<file path="src/rtl/mem_stage_ctrl.sv">
// Memory-stage controller: accepts one instruction per cycle from EX, runs loads/stores
// over a req/ack handshake with a wait timeout, resolves branches and registers WB results.
module mem_stage_ctrl #(
   parameter int DATA_W   = 32,
   parameter int ADDR_W   = 22,
   parameter int MAX_WAIT = 15
) (
   input  logic              clk,
   input  logic              rst,
   input  logic              in_valid,
   input  logic              in_rd,
   input  logic              in_wr,
   input  logic [ADDR_W-1:0] in_addr,
   input  logic [DATA_W-1:0] in_wdata,
   input  logic [DATA_W-1:0] in_sprite_data,
   input  logic              in_sprite_sel,
   input  logic              in_mem_alu_sel,
   input  logic              in_branch,
   input  logic [2:0]        in_cond,
   input  logic              flag_ov,
   input  logic              flag_neg,
   input  logic              flag_zero,
   output logic              stall,
   output logic              mem_req,
   output logic              mem_we,
   output logic [ADDR_W-1:0] mem_addr,
   output logic [DATA_W-1:0] mem_wdata,
   input  logic [DATA_W-1:0] mem_rdata,
   input  logic              mem_ack,
   output logic              out_valid,
   output logic [DATA_W-1:0] out_mem_result,
   output logic [DATA_W-1:0] out_sprite_result,
   output logic              out_mem_alu_sel,
   output logic              branch_taken,
   output logic              mem_err
);

   localparam int CW = (MAX_WAIT < 2) ? 1 : $clog2(MAX_WAIT);
   localparam logic [CW-1:0] CNT_LAST = CW'(MAX_WAIT - 1);

   typedef enum logic {S_IDLE, S_WAIT} state_t;

   state_t            state_q, state_d;
   logic [CW-1:0]     cnt_q, cnt_d;
   logic              stall_q, stall_d;
   logic              mem_req_q, mem_req_d;
   logic              mem_we_q, mem_we_d;
   logic [ADDR_W-1:0] mem_addr_q, mem_addr_d;
   logic [DATA_W-1:0] mem_wdata_q, mem_wdata_d;
   logic              out_valid_q, out_valid_d;
   logic [DATA_W-1:0] out_mem_result_q, out_mem_result_d;
   logic [DATA_W-1:0] out_sprite_result_q, out_sprite_result_d;
   logic              out_mem_alu_sel_q, out_mem_alu_sel_d;
   logic              branch_taken_q, branch_taken_d;
   logic              mem_err_q, mem_err_d;
   // Fields of a memory instruction parked until its handshake completes
   logic [DATA_W-1:0] hold_sprite_q, hold_sprite_d;
   logic              hold_sel_q, hold_sel_d;
   logic              hold_br_q, hold_br_d;
   logic              hold_rd_q, hold_rd_d;

   logic              cond_ok;
   logic [DATA_W-1:0] sprite_pick;

   always_comb begin
      cond_ok = 1'b0;
      case (in_cond)
         3'b000: cond_ok = ~flag_zero;
         3'b001: cond_ok = flag_zero;
         3'b010: cond_ok = ~flag_zero & ~flag_neg;
         3'b011: cond_ok = flag_neg;
         3'b100: cond_ok = ~flag_neg;
         3'b101: cond_ok = flag_neg | flag_zero;
         3'b110: cond_ok = flag_ov;
         default: cond_ok = 1'b1;
      endcase
   end

   assign sprite_pick = in_sprite_sel ? in_wdata : in_sprite_data;

   always_comb begin
      state_d             = state_q;
      cnt_d               = cnt_q;
      stall_d             = stall_q;
      mem_req_d           = mem_req_q;
      mem_we_d            = mem_we_q;
      mem_addr_d          = mem_addr_q;
      mem_wdata_d         = mem_wdata_q;
      out_valid_d         = 1'b0;
      out_mem_result_d    = out_mem_result_q;
      out_sprite_result_d = out_sprite_result_q;
      out_mem_alu_sel_d   = out_mem_alu_sel_q;
      branch_taken_d      = branch_taken_q;
      mem_err_d           = mem_err_q;
      hold_sprite_d       = hold_sprite_q;
      hold_sel_d          = hold_sel_q;
      hold_br_d           = hold_br_q;
      hold_rd_d           = hold_rd_q;

      case (state_q)
         S_IDLE: begin
            if (in_valid) begin
               if (in_rd || in_wr) begin
                  state_d       = S_WAIT;
                  cnt_d         = '0;
                  stall_d       = 1'b1;
                  mem_req_d     = 1'b1;
                  mem_we_d      = in_wr & ~in_rd;
                  mem_addr_d    = in_addr;
                  mem_wdata_d   = in_wdata;
                  hold_sprite_d = sprite_pick;
                  hold_sel_d    = in_mem_alu_sel;
                  hold_br_d     = in_branch & cond_ok;
                  hold_rd_d     = in_rd;
               end else begin
                  out_valid_d         = 1'b1;
                  out_mem_result_d    = '0;
                  out_sprite_result_d = sprite_pick;
                  out_mem_alu_sel_d   = in_mem_alu_sel;
                  branch_taken_d      = in_branch & cond_ok;
               end
            end
         end
         S_WAIT: begin
            if (mem_ack || cnt_q == CNT_LAST) begin
               state_d             = S_IDLE;
               cnt_d               = '0;
               stall_d             = 1'b0;
               mem_req_d           = 1'b0;
               out_valid_d         = 1'b1;
               out_sprite_result_d = hold_sprite_q;
               out_mem_alu_sel_d   = hold_sel_q;
               // An ack arriving on the final allowed cycle still counts as success
               if (mem_ack) begin
                  out_mem_result_d = hold_rd_q ? mem_rdata : '0;
                  branch_taken_d   = hold_br_q;
               end else begin
                  out_mem_result_d = '0;
                  branch_taken_d   = 1'b0;
                  mem_err_d        = 1'b1;
               end
            end else begin
               cnt_d = cnt_q + CW'(1);
            end
         end
         default: state_d = S_IDLE;
      endcase
   end

   always_ff @(posedge clk or posedge rst) begin
      if (rst) begin
         state_q             <= S_IDLE;
         cnt_q               <= '0;
         stall_q             <= 1'b0;
         mem_req_q           <= 1'b0;
         mem_we_q            <= 1'b0;
         mem_addr_q          <= '0;
         mem_wdata_q         <= '0;
         out_valid_q         <= 1'b0;
         out_mem_result_q    <= '0;
         out_sprite_result_q <= '0;
         out_mem_alu_sel_q   <= 1'b0;
         branch_taken_q      <= 1'b0;
         mem_err_q           <= 1'b0;
         hold_sprite_q       <= '0;
         hold_sel_q          <= 1'b0;
         hold_br_q           <= 1'b0;
         hold_rd_q           <= 1'b0;
      end else begin
         state_q             <= state_d;
         cnt_q               <= cnt_d;
         stall_q             <= stall_d;
         mem_req_q           <= mem_req_d;
         mem_we_q            <= mem_we_d;
         mem_addr_q          <= mem_addr_d;
         mem_wdata_q         <= mem_wdata_d;
         out_valid_q         <= out_valid_d;
         out_mem_result_q    <= out_mem_result_d;
         out_sprite_result_q <= out_sprite_result_d;
         out_mem_alu_sel_q   <= out_mem_alu_sel_d;
         branch_taken_q      <= branch_taken_d;
         mem_err_q           <= mem_err_d;
         hold_sprite_q       <= hold_sprite_d;
         hold_sel_q          <= hold_sel_d;
         hold_br_q           <= hold_br_d;
         hold_rd_q           <= hold_rd_d;
      end
   end

   assign stall             = stall_q;
   assign mem_req           = mem_req_q;
   assign mem_we            = mem_we_q;
   assign mem_addr          = mem_addr_q;
   assign mem_wdata         = mem_wdata_q;
   assign out_valid         = out_valid_q;
   assign out_mem_result    = out_mem_result_q;
   assign out_sprite_result = out_sprite_result_q;
   assign out_mem_alu_sel   = out_mem_alu_sel_q;
   assign branch_taken      = branch_taken_q;
   assign mem_err           = mem_err_q;

endmodule

</file>
<file path="config.mk">
export PLATFORM = sky130hd
export DESIGN_NAME = mem_stage_ctrl
export DESIGN_NICKNAME = d
export VERILOG_FILES = /design/src/rtl/mem_stage_ctrl.sv
export SDC_FILE = /design/constraint.sdc
export NUM_CORES = 1
export LEC_CHECK = 0
export CORE_MARGIN = 8
export CORE_UTILIZATION = 48
export CTS_BUF_LIST = sky130_fd_sc_hd__clkbuf_16
export DETAILED_ROUTE_END_ITERATION = 10
export PLACE_DENSITY = 0.86
export SYNTH_ARGS = -nofsm -noshare
export SYNTH_HDL_FRONTEND = slang
export SYNTH_SLANG_ARGS = --single-unit
</file>
<file path="constraint.sdc">
create_clock -name clk -period 13.3 [get_ports clk]
set_input_delay 1.995 -clock clk [delete_from_list [all_inputs] [get_ports clk]]
set_output_delay 1.995 -clock clk [all_outputs]
set_load 0.01 [all_outputs]
</file>
==> results.md, run 1 <==
- Fill cells: 1037
- Critical Path Start: in_rd
- Area delta synth->final: 46.6%
- Remaining antenna violation count after routing: 0
- Number of buffers added on ports: 257
- Syn Inst Count: 664
- H-tree level count: 4
- Setup-failing EPs final: 0
- Min-delay src: out_sprite_result[6]
- HP Class: reg -> reg
- Fmax: 0.264 GHz
- Library cells used by synthesis: 34
- Largest family of logic cells by synthesized area: simple AND/OR/NAND/NOR gates
- First-pass GRT wire length: 30.4 mm
- Final Skew: 0.00771 ns
- P_leak: 0.00488 uW
- Drt wl/cell: 17.5 um
- Post-layout min period: 3.79 ns
- DP HPWL: 13.6 mm
- Crit path max fanout: 63
- Final Slew Violations: 0
- Io pins: 258
- Place WS: 9.05 ns
- DRT Wirelength: 19.2 mm
- Slew margin rel.: 23.7%
- Vias in the first global route: 5942
- Hold EP: out_sprite_result[6]
- Initial antenna violation count: 0
- Largest net degree at the start of global routing: 90
- Drt via density: 5.04
- Die Wd: 136 um
- Seq cells post-synth: 164
- Via Count: 5554
- # Max-Cap Violations: 0
- CP Class: in -> reg
- Crit path required time: 13.57 ns
- R2r endpoint: out_mem_result[14]
- Seq/Total Area, Yosys: 59.0%
- Die ar.: 0.0186 sq mm
- Gate power share: 34.4%
- Total track usage: 20.9%
- R2R depth: 3
- Crit path arrival time: 4.06 ns
- Part of the power in registers: 40.6%
- CTS buffer count: 17
- Hold buffers post-CTS: 0
- Outcome: finished clean
- Crit. End Element: register
- Cell Area, Synth: 0.00695 sq mm
- Internal power: 1280 uW
- Share of cells above drive strength 1: 8.61%
- Core area: 0.0144 sq mm
- Clk_lat worst skew: 0.42 ns
- Max VDD drop: 105 uV
- CTS resizes: 0
- Starting Density: 48.4%
- Post-Route Setup TNS: 0 ns
- Total congestion overflow: 0
- Post-CTS Setup Repair Bufs: 0
- Most common cell after layout, fill and taps aside: clkdlybuf4s50_1
- CTS tree: built
- Die Y: 136 um
- Clk slew on worst S/H paths: 0.06 ns
- CTS sink cnt: 164
- NumNets Final: 1040
- Mux share of post-synthesis cell area: 13.6%
- Mapped Avg Cell Area: 10.5 sq um
- Adder-Cell Fraction of Synth Area: 0.360%
- Post-synth top area share: 59.0%
- GP Congestion: 0.777
- DRT Pass-1 Iters: 4
- Starting DRT DRC Count: 352
- Syn Nets: 799
- Unrepaired setup endpoints after global routing: no
- Hold depth: 2
- Drt drc: 0
- Setup crit start kind: primary input
- Cell area power density: 182 mW/mm^2
- YS warnings: 0
- Final worst path period share: 28.5%
- Synth top area cells: dfrtp_1, nand2_1, mux2i_1
- # rows: 44
- Synth Area in Simple Gates: 14.8%
- Worst-Margin Slew: 1.14 ns
- Cell accounting for the most synthesized area: dfrtp_1
- Most frequent cells in the layout: clkdlybuf4s50_1, nand2_1, dfrtp_1
- Clock Tree Buf Depth: 2
- Slack of the critical path: 9.51 ns
- Worst r2r src: state_q
- Worst reg-to-reg setup slack: 10.71 ns
- Switching power: 574 uW
- Synth Area in XOR/XNOR: 0.126%
- Final Hold Violating Endpoints: 0
- Clock power frac: 25.0%
- Compound-gate portion of the synthesized area: 8.14%
- CTS Root Cell: clkbuf_16
- Ant diodes: 0
- Sw frac: 31.0%
critical path: stages:
cell,delay [ns]
clkdlybuf4s50_1,0.48
nor2_1,0.20
or3b_4,0.55
buf_4,0.60
o21ai_0,0.19
layer usage:
metal	part of all wire [%]	global-route usage, %	vias up	wire length, um
met3	7.2	6.47	35	1390
met5	0	0	-	0
met1	39	24.3	2679	7560
li1	-	-	2660	-
met4	2.8	8.79	0	536
met2	51	35.0	180	9750
metrics by stage:
stage	utilization (%)	std cells	cell area [sq um]	power, uW	hold slack, ns
6_report	70.9	1102	10200	1850	0.474
5_1_grt	70.9	1102	10200	1960	0.494
4_1_cts	70.9	1102	10200	1870	0.478
3_5_place_dp	67.0	1070	9630	1400	0.462
3_3_place_gp	67.0	1070	9630	1380	0.451
2_1_floorplan	-	664	6950	1030	0.439
power by group through the flow:
| stage | Combinational, uW | Sequential (uW) | Clock [uW] |
|---|---|---|---|
| floorplan | 233 | 799 | 0 |
| global placement | 628 | 751 | 0 |
| detailed placement | 644 | 757 | 0 |
| CTS | 649 | 752 | 472 |
| global route | 691 | 772 | 492 |
| finish | 638 | 752 | 463 |
worst max path at each step:
stage | cells past startpoint | to | slack, ns
2_1_floorplan | 1 | branch_taken | 6.87
3_3_place_gp | 5 | hold_sprite_q[18] | 9.14
3_5_place_dp | 5 | hold_sprite_q[18] | 9.05
4_1_cts | 5 | hold_sprite_q[17] | 9.50
5_1_grt | 5 | hold_sprite_q[27] | 9.29
6_report | 5 | hold_sprite_q[23] | 9.51
sequential cells by signal (all words and copies together) (netlist names):
signal / cells
branch_taken: 1
cnt_q: 4
hold_br_q: 1
hold_rd_q: 1
hold_sel_q: 1
hold_sprite_q: 32
mem_addr: 22
mem_err: 1
mem_req: 1
mem_wdata: 32
mem_we: 1
out_mem_alu_sel: 1
out_mem_result: 32
out_sprite_result: 32
out_valid: 1
state_q: 1
logic make-up (layout without fill, tap and decap cells):
group	Yosys count	in the layout
AND/OR/NAND/NOR	265	265
flip-flops	164	164
AO/OA/AOI/OAI	84	84
multiplexers	84	84
buffers and inverters	64	318
adder cells (fa/ha/maj)	2	2
XOR/XNOR	1	1
synthesized netlist by cell type (all sizes together):
cell type and number:
a221o 1, nor3b 1, a21oi 1, a32oi 1, mux2 33, o21a 2, inv 22, and2 1
nor2 4, nand2b 2, or4b 1, xor2 1, mux2i 51, or3 1, nand2 249, a31o 1
nand3 1, a21boi 1, o21ai 43, or3b 1, a22o 32, o21bai 1, a211oi 1, and3 2
ha 2, clkbuf 28, dfrtp 164, or2 1, nor3 1, buf 14
area by class of cell:
type / count / area (sq um) / share of cell area [%]
multi-input cells: 436 / 2590 / 25.4
clock inverters: 15 / 133 / 1.30
inverters: 22 / 87.6 / 0.859
clock buffers: 17 / 425 / 4.17
repair buffers: 264 / 2620 / 25.7
well taps: 184 / 230 / 2.26
flip-flops and latches: 164 / 4110 / 40.3
(Power assumes the default switching activity.)
==> run 2, diff against run 1 <==
Settings changed: CORE_UTILIZATION 48 to 45, PLACE_DENSITY 0.86 to 0.81.
Clock period 13.3 ns to 3.8 ns, I/O delays scaled along.
==> run 2 against run 1 <==
  * Sequential power grew to 3.5 times the previous value
  * Setup slack lost 8.1 ns
  * Clock-buffer cell count is the same
  * Die area grew 5.9%
  * Sequential share of layout area shrank 0.45 points
  * Non-clock buffer count grew 10
  * Largest power group unchanged
  * Highest routed layer is now met5
==> results.md, run 2 (synthesis gave the netlist of run 1 again) <==
- Total congestion overflow: 0 (unchanged)
- Final Hold Violating Endpoints: 0 (unchanged)
- Place WS: 1.04 ns (-8.01 ns)
- Hold buffers post-CTS: 0 (unchanged)
- Number of buffers added on ports: 257 (unchanged)
- Most frequent cells in the layout: clkdlybuf4s50_1, nand2_1, dfrtp_1
- NumNets Final: 1050 (+0.96%)
- Post-CTS Setup Repair Bufs: 0 (unchanged)
- H-tree level count: 4 (unchanged)
- Setup crit start kind: register
- HP Class: reg -> reg
- Crit path arrival time: 2.65 ns (-1.41 ns)
- M2 GR Usage: 32.8% (-2.2 points)
- Post-layout min period: 2.35 ns
- Slowest CP cell: a21boi_4
- Setup-failing EPs final: 0 (unchanged)
- Gr busiest metal: met2
- Crit path required time: 4.10 ns (-9.47 ns)
- CTS Root Cell: clkbuf_16
- Die Y: 140 um (+2.9%)
- DP HPWL: 14.2 mm (+3.8%)
- R2R depth: 6 (+3)
- WHS: 0.473 ns (-0.00142 ns)
- Die Wd: 140 um (+2.9%)
- Remaining antenna violation count after routing: 0 (unchanged)
- Share of cells above drive strength 1: 9.48% (+0.88 points)
- Clk slew on worst S/H paths: 0.06 ns (about the same)
- Fmax: 0.425 GHz
- Area delta synth->final: 48.3%
- Unrepaired setup endpoints after global routing: no
- Outcome: finished clean
- Clk_lat worst skew: 0.42 ns (about the same)
- Non-Filler Instances: 1116 (+1.3%)
- P_leak: 0.00495 uW (+1.4%)
- Critical Path Start: cnt_q[0]
- # rows: 45 (+2.3%)
- Critical path capture point: out_sprite_result[29]
- Hold depth: 2 (unchanged)
- Post-Route Setup TNS: 0 ns (unchanged)
- CTS tree: built
- Io pins: 258 (unchanged)
- First-pass GRT wire length: 30.9 mm (+1.6%)
- Starting Density: 45.9% (-2.5 points)
- CTS resizes: 0 (unchanged)
- CTS sink cnt: 164 (unchanged)
- Clock Tree Buf Depth: 2 (unchanged)
- Core area: 0.0151 sq mm (+5.4%)
- Power consumption: 6560 uW (+250%)
- Crit path max fanout: 19 (-70%)
- Most common cell after layout, fill and taps aside: clkdlybuf4s50_1
- Cell area power density: 636 mW/mm^2 (+250%)
- Cell Chain, Critical Path: inv_1 > ha_1 > a31o_2 > a21boi_4 > buf_4 > mux2_2
- DRT Pass-1 Iters: 4 (unchanged)
- Starting DRT DRC Count: 228 (-35%)
- Worst-Margin Slew: 0.934 ns (-0.211 ns)
- Delay of the slowest critical-path stage: 0.59 ns (about the same)
- Drt via density: 4.97 (-1.3%)
- Die ar.: 0.0197 sq mm (+5.9%)
- Max VDD drop: 339 uV (+220%)
- Slack of the critical path: 1.45 ns (-8.06 ns)
- Slew margin rel.: 37.7% (+14 points)
- Worst r2r src: cnt_q[0]
- Initial antenna violation count: 1 (+1)
- DRT Wirelength: 19.3 mm (+0.54%)
- Placed instance count: 1084 (+1.3%)
- Met3 Usage GRT: 7.78% (+1.3 points)
- CTS buffer count: 17 (unchanged)
- Vias in the first global route: 5892 (-0.84%)
- Drt drc: 0 (unchanged)
- Via Count: 5550 (-0.072%)
- GP Congestion: 0.752 (-3.3%)
- Total track usage: 19.9% (-1.0 points)
- Met1 usage: 23.2% (-1.2 points)
- Final worst path period share: 61.9%
- R2r endpoint: out_sprite_result[29]
- Crit. End Element: register
- Worst reg-to-reg setup slack: 1.45 ns (-9.26 ns)
- Final Skew: 0.00770 ns (-0.0000160 ns)
- # Max-Cap Violations: 0 (unchanged)
- Final Slew Violations: 0 (unchanged)
- CP Class: reg -> reg
- Largest net degree at the start of global routing: 72 (-20%)
- Ant diodes: 0 (unchanged)
- Drt wl/cell: 17.3 um (-0.73%)
## run 2: changes by cell type in the layout (fill, tap and decap cells not counted), sizes merged
cell / previous run / this run
inv: 26 / 24
clkinv: 4 / 7
clkinvlp: 6 / 4
buf: 8 / 18
bufinv: 1 / 2
## run 2: worst max-delay path: cells and delay by family (launching register included)
| family | cells | cell delay, ns |
|---|---|---|
| AOI/OAI and AO/OA | 2 | 0.88 |
| DFF | 1 | 0.40 |
| buffers and inverters | 2 | 0.40 |
| muxes | 1 | 0.35 |
| adders and majority gates | 1 | 0.20 |
## run 2: cell type report
class / instances / area (sq um)
inverters: 22 / 86.3
multi-input cells: 436 / 2590
well taps: 188 / 235
clock buffers: 17 / 425
fillers: 1152 / 4840
clock inverters: 15 / 156
repair buffers: 274 / 2710
flip-flops and latches: 164 / 4110
## run 2: how the worst min path moves through the flow
stage | start | endpoint | slack, ns
detailed placement | mem_wdata[2] | mem_wdata[2] | 0.46
CTS | mem_addr[19] | mem_addr[19] | 0.48
global placement | mem_wdata[29] | mem_wdata[29] | 0.46
finish | mem_wdata[20] | mem_wdata[20] | 0.47
floorplan | hold_rd_q | hold_rd_q | 0.44
global route | mem_wdata[11] | mem_wdata[11] | 0.49
## run 2: routing by layer
layer  vias to the layer above  wire length (um)
met1                      2676              7920
li1                       2680                 -
met2                       167              9540
met4                         2               282
met5                         -                13
met3                        25              1580
## run 2: metrics by stage
| stage | instance area [sq um] | utilization, % |
|---|---|---|
| floorplan | 6960 | - |
| global placement | 9720 | 64.2 |
| detailed placement | 9720 | 64.2 |
| CTS | 10300 | 68.0 |
| global route | 10300 | 68.0 |
| finish | 10300 | 68.0 |
## run 2: report_power, final
| group | switching [uW] | internal (uW) | total [uW] | leakage [uW] |
|---|---|---|---|---|
| Clock | 717 | 972 | 1690 | 0.000275 |
| Sequential | 322 | 2300 | 2620 | 0.00206 |
| Combinational | 967 | 1290 | 2250 | 0.00261 |
| Total | 2010 | 4550 | 6560 | 0.00495 |
==> run 3, diff against run 2 <==
Clock period 3.8 ns to 2.25 ns, I/O delays scaled along.
==> run 3 against run 2 <==
  * Register-to-register slack worse by 1.1 ns
  * Sequential share of layout area decreased by 0.90 points
  * Hold slack lost 0.22 ns
  * Design area grew 2.3%
  * Setup slack got worse by 1.1 ns
  * Clock-buffer cell count is the same
  * First-iteration DRC count fell by 6.6%
  * Critical endpoint is now out_sprite_result[28]
  * Highest routed layer unchanged
==> results.md, run 3 (synthesis gave the netlist of run 1 again) <==
- Via Count: 5541 (-0.16%)
- H-tree level count: 4 (unchanged)
- Drt drc: 0 (unchanged)
- Worst reg-to-reg setup slack: 0.37 ns (-1.07 ns)
- DRT Wirelength: 19.4 mm (+0.27%)
- Final Slew Violations: 0 (unchanged)
- Drt wl/cell: 17.2 um (-0.62%)
- Critical Path Start: state_q
- Place WS: -0.0728 ns (-1.12 ns)
- DP HPWL: 14.2 mm (about the same)
- Ant diodes: 0 (unchanged)
- CTS Root Cell: clkbuf_16
- NumNets Final: 1060 (+0.95%)
- Initial antenna violation count: 1 (unchanged)
- Starting DRT DRC Count: 213 (-6.6%)
- Clk_lat worst skew: 0.42 ns (about the same)
- Vias in the first global route: 5840 (-0.88%)
- Post-Route Setup TNS: 0 ns (unchanged)
- CTS sink cnt: 164 (unchanged)
- Die Y: 140 um (unchanged)
- Crit path arrival time: 2.19 ns (-0.46 ns)
- CTS buffer count: 17 (unchanged)
- # rows: 45 (unchanged)
- Number of buffers added on ports: 257 (unchanged)
- R2r endpoint: out_sprite_result[28]
- Die Wd: 140 um (unchanged)
- Share of cells above drive strength 1: 10.7% (+1.2 points)
- Crit. End Element: register
- HP Class: in -> async
- CP Class: reg -> reg
- Max VDD drop: 580 uV (+71%)
- Setup-failing EPs final: 0 (unchanged)
- Cell area power density: 1080 mW/mm^2 (+69%)
- Core area: 0.0151 sq mm (unchanged)
- Outcome: finished clean
- Fmax: 0.533 GHz (+25%)
- Clock Tree Buf Depth: 2 (unchanged)
- Setup crit start kind: register
- Starting Density: 45.9% (unchanged)
- Area delta synth->final: 51.7%
- Final Hold Violating Endpoints: 0 (unchanged)
- Hold buffers post-CTS: 0 (unchanged)
- # Max-Cap Violations: 0 (unchanged)
- Largest net degree at the start of global routing: 60 (-17%)
- Slack of the critical path: 0.373 ns (-1.07 ns)
- Power consumption: 11300 uW (+73%)
- Die ar.: 0.0197 sq mm (unchanged)
- Clk slew on worst S/H paths: 0.07 ns (about the same)
- Most common cell after layout, fill and taps aside: clkdlybuf4s50_1
- GP Congestion: 0.788 (+4.7%)
- Remaining antenna violation count after routing: 0 (unchanged)
- Worst-Margin Slew: 0.379 ns (-0.554 ns)
- Final Skew: 0.00853 ns (+0.000831 ns)
- Unrepaired setup endpoints after global routing: no
- Io pins: 258 (unchanged)
- Total congestion overflow: 0 (unchanged)
- First-pass GRT wire length: 31.1 mm (+0.38%)
- Crit path required time: 2.56 ns (-1.54 ns)
- Worst r2r src: state_q
- Drt via density: 4.92 (-1.0%)
- Post-layout min period: 1.88 ns (-0.475 ns)
- P_leak: 0.00507 uW (+2.4%)
- R2R depth: 5 (-1)
- Slew margin rel.: 74.7% (+37 points)
- Crit path max fanout: 12 (-7)
- Total track usage: 20.0% (+0.15 points)
- Most frequent cells in the layout: clkdlybuf4s50_1, nand2_1, dfrtp_1
- DRT Pass-1 Iters: 5 (+1)
- CTS tree: built
- Final worst path period share: 83.4% (+22 points)
run 3: cell types whose count changed in the layout (fill, tap and decap cells not counted), sizes merged:
| cell | previous run | this run |
|---|---|---|
| buf | 18 | 28 |
| clkinv | 7 | 3 |
| inv | 24 | 28 |
| bufinv | 2 | 3 |
| clkinvlp | 4 | 3 |
run 3: power breakdown:
group	total (uW)	leakage (uW)	internal (uW)	switching (uW)
sequential	4390	0.00206	3880	515
clock	3040	0.000299	1780	1260
combinational	3910	0.00271	2230	1680
run 3: layout make-up:
cell class              instances  area [sq um]
well taps                     188           235
flip-flops and latches        164          4110
inverters                      22          86.3
repair buffers                284          2910
clock inverters                15           194
fillers                      1132          4600
multi-input cells             436          2590
clock buffers                  17           425
run 3: repair_timing:
action / CTS / global route
buffers inserted: 0 / 2
hold endpoints to repair: 0 / 0
resized for setup: 0 / 0
endpoints found under the setup margin: 0 / 1
run 3: per-stage QoR:
stage / instances / util (%) / hold slack [ns] / instance area, sq um
global route: 1126 / 69.6 / 0.269 / 10500
global placement: 1092 / 65.4 / 0.456 / 9910
detailed placement: 1092 / 65.4 / 0.461 / 9910
CTS: 1124 / 69.5 / 0.241 / 10500
finish: 1126 / 69.6 / 0.250 / 10500
floorplan: 664 / - / 0.434 / 6960
run 3: layer usage:
| metal | wire length (um) | up-vias | GRT usage [%] | share of wire (%) |
|---|---|---|---|---|
| met5 | 13 | - | 0 | 0.067 |
| met4 | 334 | 2 | 7.03 | 1.7 |
| met3 | 1500 | 26 | 7.61 | 7.7 |
| met2 | 9740 | 162 | 33.9 | 50 |
| met1 | 7810 | 2646 | 22.7 | 40 |
| li1 | - | 2705 | - | - |
run 3: worst max path at each step:
stage                             to  slack, ns
3_5_place_dp   out_sprite_result[30]      -0.07
4_1_cts        out_sprite_result[30]       0.06
6_report       out_sprite_result[28]       0.37
3_3_place_gp   out_sprite_result[30]      -0.06
2_1_floorplan           branch_taken      -0.17
5_1_grt        out_sprite_result[28]       0.29
run 3: critical path, stage by stage, from the launching register on:
cell and delay, ns:
dfrtp_2 0.43, or4b_1 0.54, a21boi_4 0.17, buf_4 0.15, buf_4 0.18, mux2_4 0.30
